**src/rtl/fetch.sv**
```systemverilog
// Instruction fetch stage: issues in-order imem reads under a credit limit, buffers
// returned words and feeds the F/D register; decode redirects flush wrong-path work.
module fetch #(
  parameter int              WORD     = 32,
  parameter logic [WORD-1:0] RESET_PC = '0,
  parameter int              DEPTH    = 2
) (
  input  logic            clk,
  input  logic            reset,
  input  logic            en,
  input  logic            controllchangeD,
  input  logic [WORD-1:0] pcnD,
  output logic            imemReq,
  output logic [WORD-1:0] imemAddr,
  input  logic            imemGnt,
  input  logic            imemRvalid,
  input  logic [WORD-1:0] imemRdata,
  output logic [WORD-1:0] pcD,
  output logic [WORD-1:0] instrD,
  output logic            validD
);

  localparam int CW = $clog2(DEPTH + 1);
  localparam int PW = (DEPTH > 1) ? $clog2(DEPTH) : 1;
  localparam logic [WORD-1:0] NOP  = WORD'(32'h0000_0013);
  localparam logic [WORD-1:0] STEP = WORD'(4);

  typedef struct packed {
    logic [WORD-1:0] pc;
    logic [WORD-1:0] instr;
  } entry_t;

  logic [WORD-1:0] fetch_pc;
  logic [WORD-1:0] resp_pc;
  logic [CW-1:0]   outstanding;
  logic [CW-1:0]   drop_cnt;
  logic [CW-1:0]   buf_cnt;
  logic [PW-1:0]   head;
  logic [PW-1:0]   tail;
  entry_t          buf_mem [DEPTH];

  logic          redirect;
  logic [CW:0]   inflight;
  logic          grant;
  logic          rsp;
  logic          rsp_drop;
  logic          rsp_live;
  logic          buf_empty;
  logic          bypass;
  logic          push;
  logic          pop;

  // Credit counts only what is already in flight or buffered this cycle.
  assign redirect  = en & validD & controllchangeD;
  assign inflight  = {1'b0, outstanding} + {1'b0, buf_cnt};
  assign imemReq   = reset & ~redirect & (inflight < (CW+1)'(DEPTH));
  assign imemAddr  = fetch_pc;
  assign grant     = imemReq & imemGnt;

  // A response with nothing outstanding is a protocol error and is ignored.
  assign rsp       = imemRvalid & (outstanding != '0);
  assign rsp_drop  = rsp & (drop_cnt != '0);
  assign rsp_live  = rsp & (drop_cnt == '0);
  assign buf_empty = (buf_cnt == '0);
  assign bypass    = rsp_live & buf_empty & en & ~redirect;
  assign push      = rsp_live & ~redirect & ~bypass;
  assign pop       = en & ~redirect & ~buf_empty;

  function automatic logic [PW-1:0] next_ptr(input logic [PW-1:0] p);
    return (p == PW'(DEPTH - 1)) ? '0 : p + PW'(1);
  endfunction

  // NOTE: sequential state uses non-blocking (<=) so every register samples pre-edge values.
  always_ff @(posedge clk or negedge reset) begin
    if (!reset) begin
      fetch_pc    <= RESET_PC;
      resp_pc     <= RESET_PC;
      outstanding <= '0;
      drop_cnt    <= '0;
    end else begin
      outstanding <= outstanding + CW'(grant) - CW'(rsp);
      if (redirect) begin
        // Every read still in flight belongs to the abandoned path.
        fetch_pc <= pcnD;
        resp_pc  <= pcnD;
        drop_cnt <= outstanding - CW'(rsp);
      end else begin
        if (grant)    fetch_pc <= fetch_pc + STEP;
        if (rsp_live) resp_pc  <= resp_pc + STEP;
        if (rsp_drop) drop_cnt <= drop_cnt - CW'(1);
      end
    end
  end

  always_ff @(posedge clk or negedge reset) begin
    if (!reset) begin
      buf_cnt <= '0;
      head    <= '0;
      tail    <= '0;
    end else if (redirect) begin
      buf_cnt <= '0;
      head    <= '0;
      tail    <= '0;
    end else begin
      buf_cnt <= buf_cnt + CW'(push) - CW'(pop);
      if (push) tail <= next_ptr(tail);
      if (pop)  head <= next_ptr(head);
    end
  end

  // NOTE: buffer storage has no reset; buf_cnt alone decides which entries are meaningful.
  always_ff @(posedge clk) begin
    if (push) buf_mem[tail] <= '{pc: resp_pc, instr: imemRdata};
  end

  always_ff @(posedge clk or negedge reset) begin
    if (!reset) begin
      pcD    <= '0;
      instrD <= NOP;
      validD <= 1'b0;
    end else if (en) begin
      if (redirect) begin
        validD <= 1'b0;
      end else if (pop) begin
        pcD    <= buf_mem[head].pc;
        instrD <= buf_mem[head].instr;
        validD <= 1'b1;
      end else if (bypass) begin
        pcD    <= resp_pc;
        instrD <= imemRdata;
        validD <= 1'b1;
      end else begin
        validD <= 1'b0;
      end
    end
  end

endmodule

```
**config.mk**
```make
export PLATFORM = sky130hd
export DESIGN_NAME = fetch
export DESIGN_NICKNAME = d
export VERILOG_FILES = /design/src/rtl/fetch.sv
export SDC_FILE = /design/constraint.sdc
export NUM_CORES = 1
export LEC_CHECK = 0
export ABC_CLOCK_PERIOD_IN_PS = 9800
export BUFFER_PORTS_ARGS = -buffer_cell sky130_fd_sc_hd__buf_4
export CAP_MARGIN = 10
export CORE_MARGIN = 8
export CORE_UTILIZATION = 55
export DETAILED_ROUTE_END_ITERATION = 8
export PLACE_DENSITY = 0.84
export SYNTH_ARGS = -nofsm -noshare
export SYNTH_HDL_FRONTEND = slang
export SYNTH_SLANG_ARGS = --single-unit
```
**constraint.sdc**
```tcl
create_clock -name clk -period 9.8 [get_ports clk]
set_input_delay 1.96 -clock clk [delete_from_list [all_inputs] [get_ports clk]]
set_output_delay 1.96 -clock clk [all_outputs]
set_load 0.02 [all_outputs]
```
==> flow_summary.json, run 1 <==
{
  "status": "finished, final reports clean",
  "numCtsBuffers": 26,
  "cpPeakStageDelay_ns": 0.29,
  "finalCritPeriodShare_pct": 50.7,
  "grt_pass1_vias": 8299,
  "synth.distinct_cells": 49,
  "pwr-share-clk_pct": 24.1,
  "ctsHtreeMaxLevel": 1,
  "setup_viol": 0,
  "die-area_um2": 26300,
  "synth_edf_count": 128,
  "cap_violations": 0,
  "die_w_um": 162,
  "n_antenna_cell": 0,
  "seq_area_um2": 7280,
  "tightest_slew_ns": 1.13,
  "path_max_fanout": 32,
  "cts_resized": 0,
  "nets": 1169,
  "via_per_inst": 6.04,
  "layout_commonest_cell": "buf_4",
  "avgSynthCellArea_um2": 12.5,
  "yosysSeqAreaShare_pct": 62.0,
  "post-cts-setup-buffers": 0,
  "crit_top_cell": "buf_4",
  "synth-xor-area-share_pct": 1.94,
  "grt_start_max_net_pins": 130,
  "drt.antenna.violating_nets": 0,
  "intPower_mw": 2.96,
  "die_h_um": 162,
  "dp.cells": 1337,
  "netlist_top_cells_area": "edfxtp_1 33%, dfrtp_1 29%, mux2_2 6.2%",
  "synthesis.area_um2": 11700,
  "place_congestion": 0.863,
  "multi_input_area_um2": 4210,
  "drc_errors": 0,
  "cts_sinks": 265,
  "n_fill_cell": 1516,
  "grtUsageTotal_pct": 20.4,
  "synth_compound_area_share_pct": 8.38,
  "post-route-min-period_ns": 4.97,
  "drtIter0Drc": 705,
  "clock-root-buffer": "clkbuf_16",
  "synth_seq_cells": 265,
  "cts.clk_slew.worst_paths_ns": 0.06,
  "synth_top_family_by_area": "simple AND/OR/NAND/NOR gates",
  "holdPathStages": 2,
  "drive_gt1_share_pct": 26.8,
  "skew_ns": 0.0142,
  "antenna_found_initial": 0,
  "dp_hpwl_mm": 17.8,
  "fin_tns_setup_ns": 0,
  "hold_path_class": "flip-flop to flip-flop",
  "cp-start-kind": "primary input",
  "initial_core_util_pct": 55.9,
  "max-clock-path-buffers": 3,
  "rsz0062_at_grt": "false",
  "clk_latency_ns": 0.52,
  "critPathKind": "primary input to output port",
  "switchingPower_mw": 1.68,
  "hold_viol_final": 0,
  "p_per_area_nw_per_um2": 327,
  "synthFlopType": "dfrtp_1",
  "synth.top_cell.area_share_pct": 32.7,
  "wirelength_mm": 27.5,
  "grt_pass1_wl_mm": 43.7,
  "num_rows": 53,
  "yosys.area_share.simple_pct": 12.1,
  "ioPinCount": 168,
  "drv_slew": 0,
  "end_kind": "output port",
  "async_flop_share_pct": 51.7,
  "p_seq_share_pct": 41.4,
  "vias": 8367,
  "hold_buffers": 0,
  "hold_slack_ns": 0.478,
  "slew_headroom_pct": 24.9,
  "leakagePower_nw": 5.86,
  "final_cell_mix": "174 x buf_4, 133 x dfrtp_1, 128 x edfxtp_1",
  "cp_data_required_time_ns": 7.84,
  "synth_fa_ha_area_share_pct": 1.02,
  "combPwrFrac_pct": 34.5,
  "synthCells": 943,
  "reg2regPathDepth": 6,
  "core_um2": 21000,
  "syn-num-nets": 1022,
  "muxShareOfSynthArea_pct": 12.0,
  "final_cells": 1385,
  "grt-ovfl-total": 0,
  "ys_warn_count": 0,
  "synthToLayoutAreaGrowth_pct": 20.9,
  "io_buffers": 167,
  "cp_data_arrival_time_ns": 3.01,
  "cts_tree": "built",
  "crit_chain": "buf_4 -> and3_1 -> buf_4 -> nor4b_1 -> buf_4",
  "switching_share_pct": 36.2,
  "first_pass_iters": 5,
  "wl_per_cell_um": 19.8,
  "fmax_mhz": 201,
  "yosys.area.top_type": "edfxtp_1",
  "p_total_mw": 4.65,
  "ir_drop_mv": 0.219,
  "cp_slowest_cell": "nor4b_1"
}
==> per-layer routing <==
metal / vias to the layer above / GRT usage (%) / wire, um
met1: 4117 / 27.9 / 11800
met5: - / 0 / 0
met2: 388 / 32.5 / 12800
li1: 3821 / - / -
met3: 41 / 4.63 / 2400
met4: 0 / 4.80 / 452
==> Yosys cell counts, types with 6 or more instances <==
cell      count
dfrtp_1     134
edfxtp_1    128
nand2_1     104
o21ai_0      69
mux2i_1      68
mux2_2       65
clkbuf_1     41
nor2_1       37
or4_1        34
nand3_1      32
a31oi_1      27
a21oi_1      22
nand4_1      20
o31ai_1      19
inv_1        17
xnor2_1      16
o211ai_1     10
xor2_1       10
buf_2         9
and3_1        8
ha_1          8
and4_1        6
or3_1         6
==> power groups by stage <==
stage	registers (mW)	clock network [mW]	logic (mW)
2_1_floorplan	2.04	0	0.847
3_3_place_gp	1.91	0	1.56
3_5_place_dp	1.93	0	1.60
4_1_cts	1.92	1.13	1.62
5_1_grt	1.97	1.17	1.75
6_report	1.92	1.12	1.60
==> per-stage QoR <==
| stage | util (%) | worst slack, ns | cell area, um^2 |
|---|---|---|---|
| after floorplan | - | 3.87 | 11700 |
| after CTS | 67.5 | 4.81 | 14200 |
| after global placement | 62.9 | 4.61 | 13200 |
| after detailed placement | 62.9 | 4.52 | 13200 |
| after global routing | 67.5 | 4.66 | 14200 |
| final | 67.5 | 4.83 | 14200 |
==> kinds of logic (layout without fill, tap and decap cells) <==
family	count (synthesis)	count (layout)
muxes	133	133
adders and majority gates	9	9
DFF	265	265
and+or+nand+nor	275	275
AOI/OAI and AO/OA	162	162
xor gates and xnor gates	26	26
buffers and inverters	73	240
==> sequential cells by signal, summed over array words and instances, names as in the netlist <==
| signal | flops |
|---|---|
| instrD | 32 |
| imemAddr | 32 |
| buf_cnt | 2 |
| drop_cnt | 2 |
| validD | 1 |
| tail | 1 |
| head | 1 |
| pcD | 32 |
| buf_mem | 128 |
| resp_pc | 32 |
| outstanding | 2 |
==> area by class of cell <==
class | count | share of cell area [%]
clock buffer | 35 | 5.44
inverter | 17 | 0.449
multi-input combinational | 605 | 29.7
timing repair buffer | 175 | 9.28
sequential | 265 | 51.3
tap | 275 | 2.42
clock inverter | 13 | 1.48
==> worst paths after layout <==
| check | startpoint | to | slack (ns) |
|---|---|---|---|
| setup / recovery | controllchangeD | imemReq | 4.83 |
| hold reg to reg | pcD[15] | pcD[15] | 0.48 |
| max in group asynchronous | reset | head | 6.86 |
| hold / removal | pcD[15] | pcD[15] | 0.48 |
| min in group asynchronous | reset | imemAddr[0] | 1.44 |
| setup reg to reg | outstanding[0] | imemAddr[30] | 6.82 |
==> critical path: cells and delay by family <==
family	cells	cell delay [ns]
buffers and inverters	3	0.58
and+or+nand+nor	2	0.45
Power figures use the tool's default switching activity.
==> inputs of run 2 (changes only) <==
- ABC_AREA: not set -> 1
- ABC_CLOCK_PERIOD_IN_PS: 9800 -> 5100
- clock period: 9.8 -> 5.1 ns (I/O delays scaled with it)
==> flow_summary.json, run 2 <==
{
  "top_register": "buf_mem",
  "grt_pass1_wl_mm": 51.5,
  "tightest_slew_ns": 1.06,
  "wl_per_cell_um": 17.0,
  "drv_slew": 0,
  "setup_viol": 0,
  "numCtsBuffers": 28,
  "cts_sinks": 265,
  "dpl_cell_area_um2": 13900,
  "synthesis.area_um2": 12400,
  "leakagePower_nw": 6.44,
  "n_antenna_cell": 0,
  "hold_viol_final": 0,
  "place_congestion": 0.907,
  "layout_commonest_cell": "nand2_1",
  "cp-start-kind": "primary input",
  "die_h_um": 166,
  "fin_ws_ns": 1.79,
  "largest_reg_flops": 128,
  "syn-num-nets": 1477,
  "wirelength_mm": 31.5,
  "yosysSeqAreaShare_pct": 58.5,
  "yosys.area.top_type": "edfxtp_1",
  "reg2regPathDepth": 10,
  "ys_warn_count": 0,
  "ioPinCount": 168,
  "fin_tns_setup_ns": 0,
  "cts_resized": 0,
  "ctsHtreeMaxLevel": 1,
  "synth.top_cell.area_share_pct": 30.9,
  "avgSynthCellArea_um2": 8.90,
  "async_flop_share_pct": 51.7,
  "path_max_fanout": 56,
  "finalCritPeriodShare_pct": 64.9,
  "initial_core_util_pct": 55.5,
  "dp_slack_ns": 1.49,
  "synthFlopType": "dfrtp_1",
  "hold_buffers": 0,
  "r2r_end": "pcD[23]",
  "rsz0062_at_grt": "false",
  "cap_violations": 0,
  "p_total_mw": 9.14,
  "end_kind": "output port",
  "synth_edf_count": 128,
  "dp.cells": 1799,
  "r2r_setup_slack_ns": 2.15,
  "num_rows": 55,
  "r2r_start": "drop_cnt[0]",
  "first_pass_iters": 5,
  "cp_data_required_time_ns": 4.08,
  "final_cell_mix": "328 x nand2_1, 248 x nor2_1, 177 x buf_4",
  "die-area_um2": 27700,
  "grt_start_max_net_pins": 130,
  "dp_hpwl_mm": 20.4,
  "fmax_mhz": 302,
  "synthCells": 1398,
  "synth.distinct_cells": 36,
  "io_buffers": 167,
  "drive_gt1_share_pct": 16.3,
  "grt-ovfl-total": 0,
  "final_cells": 1851,
  "cp_data_arrival_time_ns": 2.29,
  "hold_path_class": "primary input to asynchronous set/reset pin",
  "max-clock-path-buffers": 3,
  "synth_seq_cells": 265,
  "die_w_um": 166,
  "ir_drop_mv": 0.306,
  "skew_ns": 0.0150,
  "n_fill_cell": 1746,
  "slew_headroom_pct": 29.3,
  "drc_errors": 0,
  "via_per_inst": 5.63,
  "clock-root-buffer": "clkbuf_16",
  "postLayoutCoreUtil_pct": 66.0,
  "core_um2": 22400,
  "cts.clk_slew.worst_paths_ns": 0.06,
  "grtUsageTotal_pct": 22.3,
  "synth.most_common_cell": "nand2_1",
  "design_area_um2": 14800,
  "critPathKind": "primary input to output port",
  "status": "finished, final reports clean",
  "grt_pass1_vias": 10400,
  "netlist_top_cells_area": "edfxtp_1 31%, dfrtp_1 27%, nand2_1 9.9%",
  "cts_tree": "built",
  "post-route-min-period_ns": 3.31,
  "nets": 1623,
  "synth_common_cells": "328 x nand2_1, 250 x nor2_1, 149 x o21ai_0, 134 x dfrtp_1, 128 x edfxtp_1",
  "vias": 10400,
  "drt.antenna.violating_nets": 0,
  "antenna_found_initial": 0,
  "drtIter0Drc": 939,
  "hold_slack_ns": 0.328,
  "clk_latency_ns": 0.53,
  "post-cts-setup-buffers": 0,
  "synthToLayoutAreaGrowth_pct": 18.9,
  "p_per_area_nw_per_um2": 618
}
-- run 2: routing by layer --
metal / global-route usage (%) / vias up / share of wire (%)
li1: - / 4962 / -
met1: 29.2 / 4938 / 42
met2: 37.2 / 455 / 47
met3: 4.63 / 62 / 8.6
met4: 6.42 / 0 / 2.1
met5: 0 / - / 0
-- run 2: worst max-delay path by stage --
| stage | to | cells past startpoint | start |
|---|---|---|---|
| after detailed placement | buf_cnt[1] | 11 | controllchangeD |
| after global routing | imemReq | 6 | en |
| final | imemReq | 6 | en |
| after global placement | buf_cnt[1] | 11 | controllchangeD |
| after CTS | imemReq | 6 | en |
| after floorplan | buf_mem[0][0] | 6 | controllchangeD |
-- run 2: area by class of cell --
type	count	area (um^2)	area share [%]
flip-flops and latches	265	7280	49.2
repair buffers	179	1360	9.19
clock buffers	42	815	5.50
clock inverters	10	126	0.854
well taps	285	357	2.41
multi-input cells	983	4530	30.6
inverters	87	328	2.22
-- run 2: logic make-up after synthesis --
kind of cell	after synthesis	share of synthesized area [%]
simple gates	696	22.6
buf+inv	150	5.21
compound gates	271	12.2
fa+ha+maj	9	0.965
xor+xnor	7	0.493
flops	265	58.5
-- run 2: power breakdown --
group	total, mW	internal, mW	switching, mW
clock	2.05	1.25	0.803
combinational	3.51	1.26	2.25
sequential	3.58	2.98	0.602
-- run 2: worst max-delay path, stage by stage --
cell	delay (ns)
buf_4	0.09
nand2_1	0.07
nor2_4	0.12
buf_4	0.51
nor2_1	0.22
buf_4	0.21
==> inputs of run 3 (changes only) <==
- ABC_CLOCK_PERIOD_IN_PS: 5100 -> 2790
- CORE_UTILIZATION: 55 -> 52
- PLACE_DENSITY: 0.84 -> 0.83
- clock period: 5.1 -> 2.79 ns (I/O delays scaled with it)
==> flow_summary.json, run 3 (synthesized netlist as in run 2, its figures left out) <==
{
  "status": "finished, final reports clean",
  "final_cell_mix": "328 x nand2_1, 248 x nor2_1, 174 x buf_4",
  "critPathKind": "flip-flop to output port",
  "hold_viol_final": 0,
  "post-route-min-period_ns": 2.67,
  "p_seq_share_pct": 38.9,
  "top_register": "buf_mem",
  "cap_violations": 0,
  "cp-start-kind": "flip-flop",
  "die_h_um": 171,
  "dpl_cell_area_um2": 14000,
  "cpPeakStageDelay_ns": 0.43,
  "rsz0062_at_grt": "false",
  "die_w_um": 171,
  "dp.cells": 1837,
  "drtIter0Drc": 847,
  "layout_commonest_cell": "nand2_1",
  "skew_ns": 0.0107,
  "max-clock-path-buffers": 3,
  "grt.busiest_layer": "met2",
  "combPwrFrac_pct": 38.8,
  "die-area_um2": 29100,
  "cp_slowest_cell": "fa_1",
  "setup_viol": 0,
  "first_pass_iters": 6,
  "n_antenna_cell": 0,
  "cts_sinks": 265,
  "via_per_inst": 5.44,
  "ioPinCount": 168,
  "numCtsBuffers": 28,
  "drc_errors": 0,
  "n_fill_cell": 1861,
  "drive_gt1_share_pct": 16.6,
  "fmax_mhz": 374,
  "p_per_area_nw_per_um2": 1120,
  "clk_latency_ns": 0.53,
  "r2r_setup_slack_ns": 0.45,
  "io_buffers": 167,
  "tightest_slew_ns": 0.779,
  "intPower_mw": 10.1,
  "hold_buffers": 0,
  "drt.antenna.violating_nets": 0,
  "hold_path_class": "primary input to asynchronous set/reset pin",
  "path_max_fanout": 4,
  "ir_drop_mv": 0.542,
  "vias": 10300,
  "cts_tree": "built",
  "place_congestion": 0.913,
  "end_kind": "output port",
  "use_met1_pct": 28.5,
  "cp_data_arrival_time_ns": 2.11,
  "use_met3_pct": 4.22,
  "switchingPower_mw": 6.67,
  "post-cts-setup-buffers": 0,
  "crit_chain": "nand2_1 -> inv_1 -> fa_1 -> nor2_1 -> nand2_1 -> nor2_1 -> buf_4",
  "wl_per_cell_um": 16.5,
  "synthToLayoutAreaGrowth_pct": 20.1,
  "nets": 1627,
  "wirelength_mm": 31.1,
  "final_cells": 1889,
  "ctsHtreeMaxLevel": 1,
  "grtUsageTotal_pct": 20.7,
  "pwr-share-clk_pct": 22.3,
  "dp_hpwl_mm": 20.7,
  "leakagePower_nw": 6.50,
  "grt_start_max_net_pins": 138,
  "clock-root-buffer": "clkbuf_16",
  "largest_reg_flops": 128,
  "grt-ovfl-total": 0,
  "core_um2": 23500,
  "finalCritPeriodShare_pct": 95.7,
  "cts_resized": 0,
  "grt_pass1_vias": 9813,
  "design_area_um2": 14900,
  "grt_pass1_wl_mm": 49.3,
  "cp_data_required_time_ns": 2.23,
  "switching_share_pct": 39.8,
  "initial_core_util_pct": 53.0,
  "use_met2_pct": 33.7,
  "cts.clk_slew.worst_paths_ns": 0.06,
  "num_rows": 56,
  "antenna_found_initial": 0,
  "slew_headroom_pct": 48.1,
  "drv_slew": 0
}
==> run 3: changes by cell type in the layout (fill, tap and decap cells not counted), sizes merged <==
cell | previous run | this run
clkinv | 6 | 16
clkbuf | 42 | 33
buf | 179 | 183
bufinv | 3 | 4
clkinvlp | 1 | 0
inv | 87 | 86
==> run 3: power groups by stage <==
stage / combinational (mW) / sequential, mW / clock (mW)
6_report: 6.50 / 6.52 / 3.73
5_1_grt: 7.23 / 6.68 / 3.95
3_3_place_gp: 6.26 / 6.52 / 0
4_1_cts: 6.54 / 6.51 / 3.78
2_1_floorplan: 3.49 / 7.10 / 0
3_5_place_dp: 6.48 / 6.56 / 0
==> run 3: metrics by stage <==
| stage | power, mW | hold WS, ns | setup WS [ns] | utilization [%] | TNS, ns |
|---|---|---|---|---|---|
| final | 16.8 | 0.194 | 0.119 | 63.7 | 0 |
| after global placement | 12.8 | 0.454 | 0.484 | 59.7 | 0 |
| after global routing | 17.9 | 0.210 | 0.00628 | 63.7 | 0 |
| after floorplan | 10.6 | 0.262 | -0.501 | - | -64.14 |
| after CTS | 16.8 | 0.210 | 0.0931 | 63.7 | 0 |
| after detailed placement | 13.0 | 0.462 | 0.416 | 59.7 | 0 |
==> run 3: layout make-up <==
class	instances	area, um^2	area share [%]
flip-flops and latches	265	7280	48.7
multi-input cells	983	4530	30.3
repair buffers	183	1480	9.89
clock buffers	33	741	4.96
well taps	319	399	2.67
inverters	87	328	2.19
clock inverters	19	189	1.26
==> run 3: worst paths after layout <==
kind                           startpoint             end  cells after the start
max                        outstanding[0]         imemReq                      7
min reg2reg                   imemAddr[0]     imemAddr[0]                      2
min                                 reset       instrD[2]                      2
min in group clk            imemRdata[25]  buf_mem[0][25]                      1
max reg2reg                outstanding[0]     imemAddr[5]                     11
max in group asynchronous           reset    imemAddr[22]                      2
==> run 3: critical path: cells and delay by family, from the launching register on <==
| kind | cells | cell delay, ns |
|---|---|---|
| simple gates | 4 | 0.49 |
| flops | 1 | 0.41 |
| buf+inv | 2 | 0.26 |
| fa+ha+maj | 1 | 0.43 |
==> run 3: per-layer routing <==
layer  vias to the layer above  wire, um
met5                         -         0
met4                         0       546
met3                        50      2700
met2                       378     14400
met1                      4889     13400
li1                       4968         -
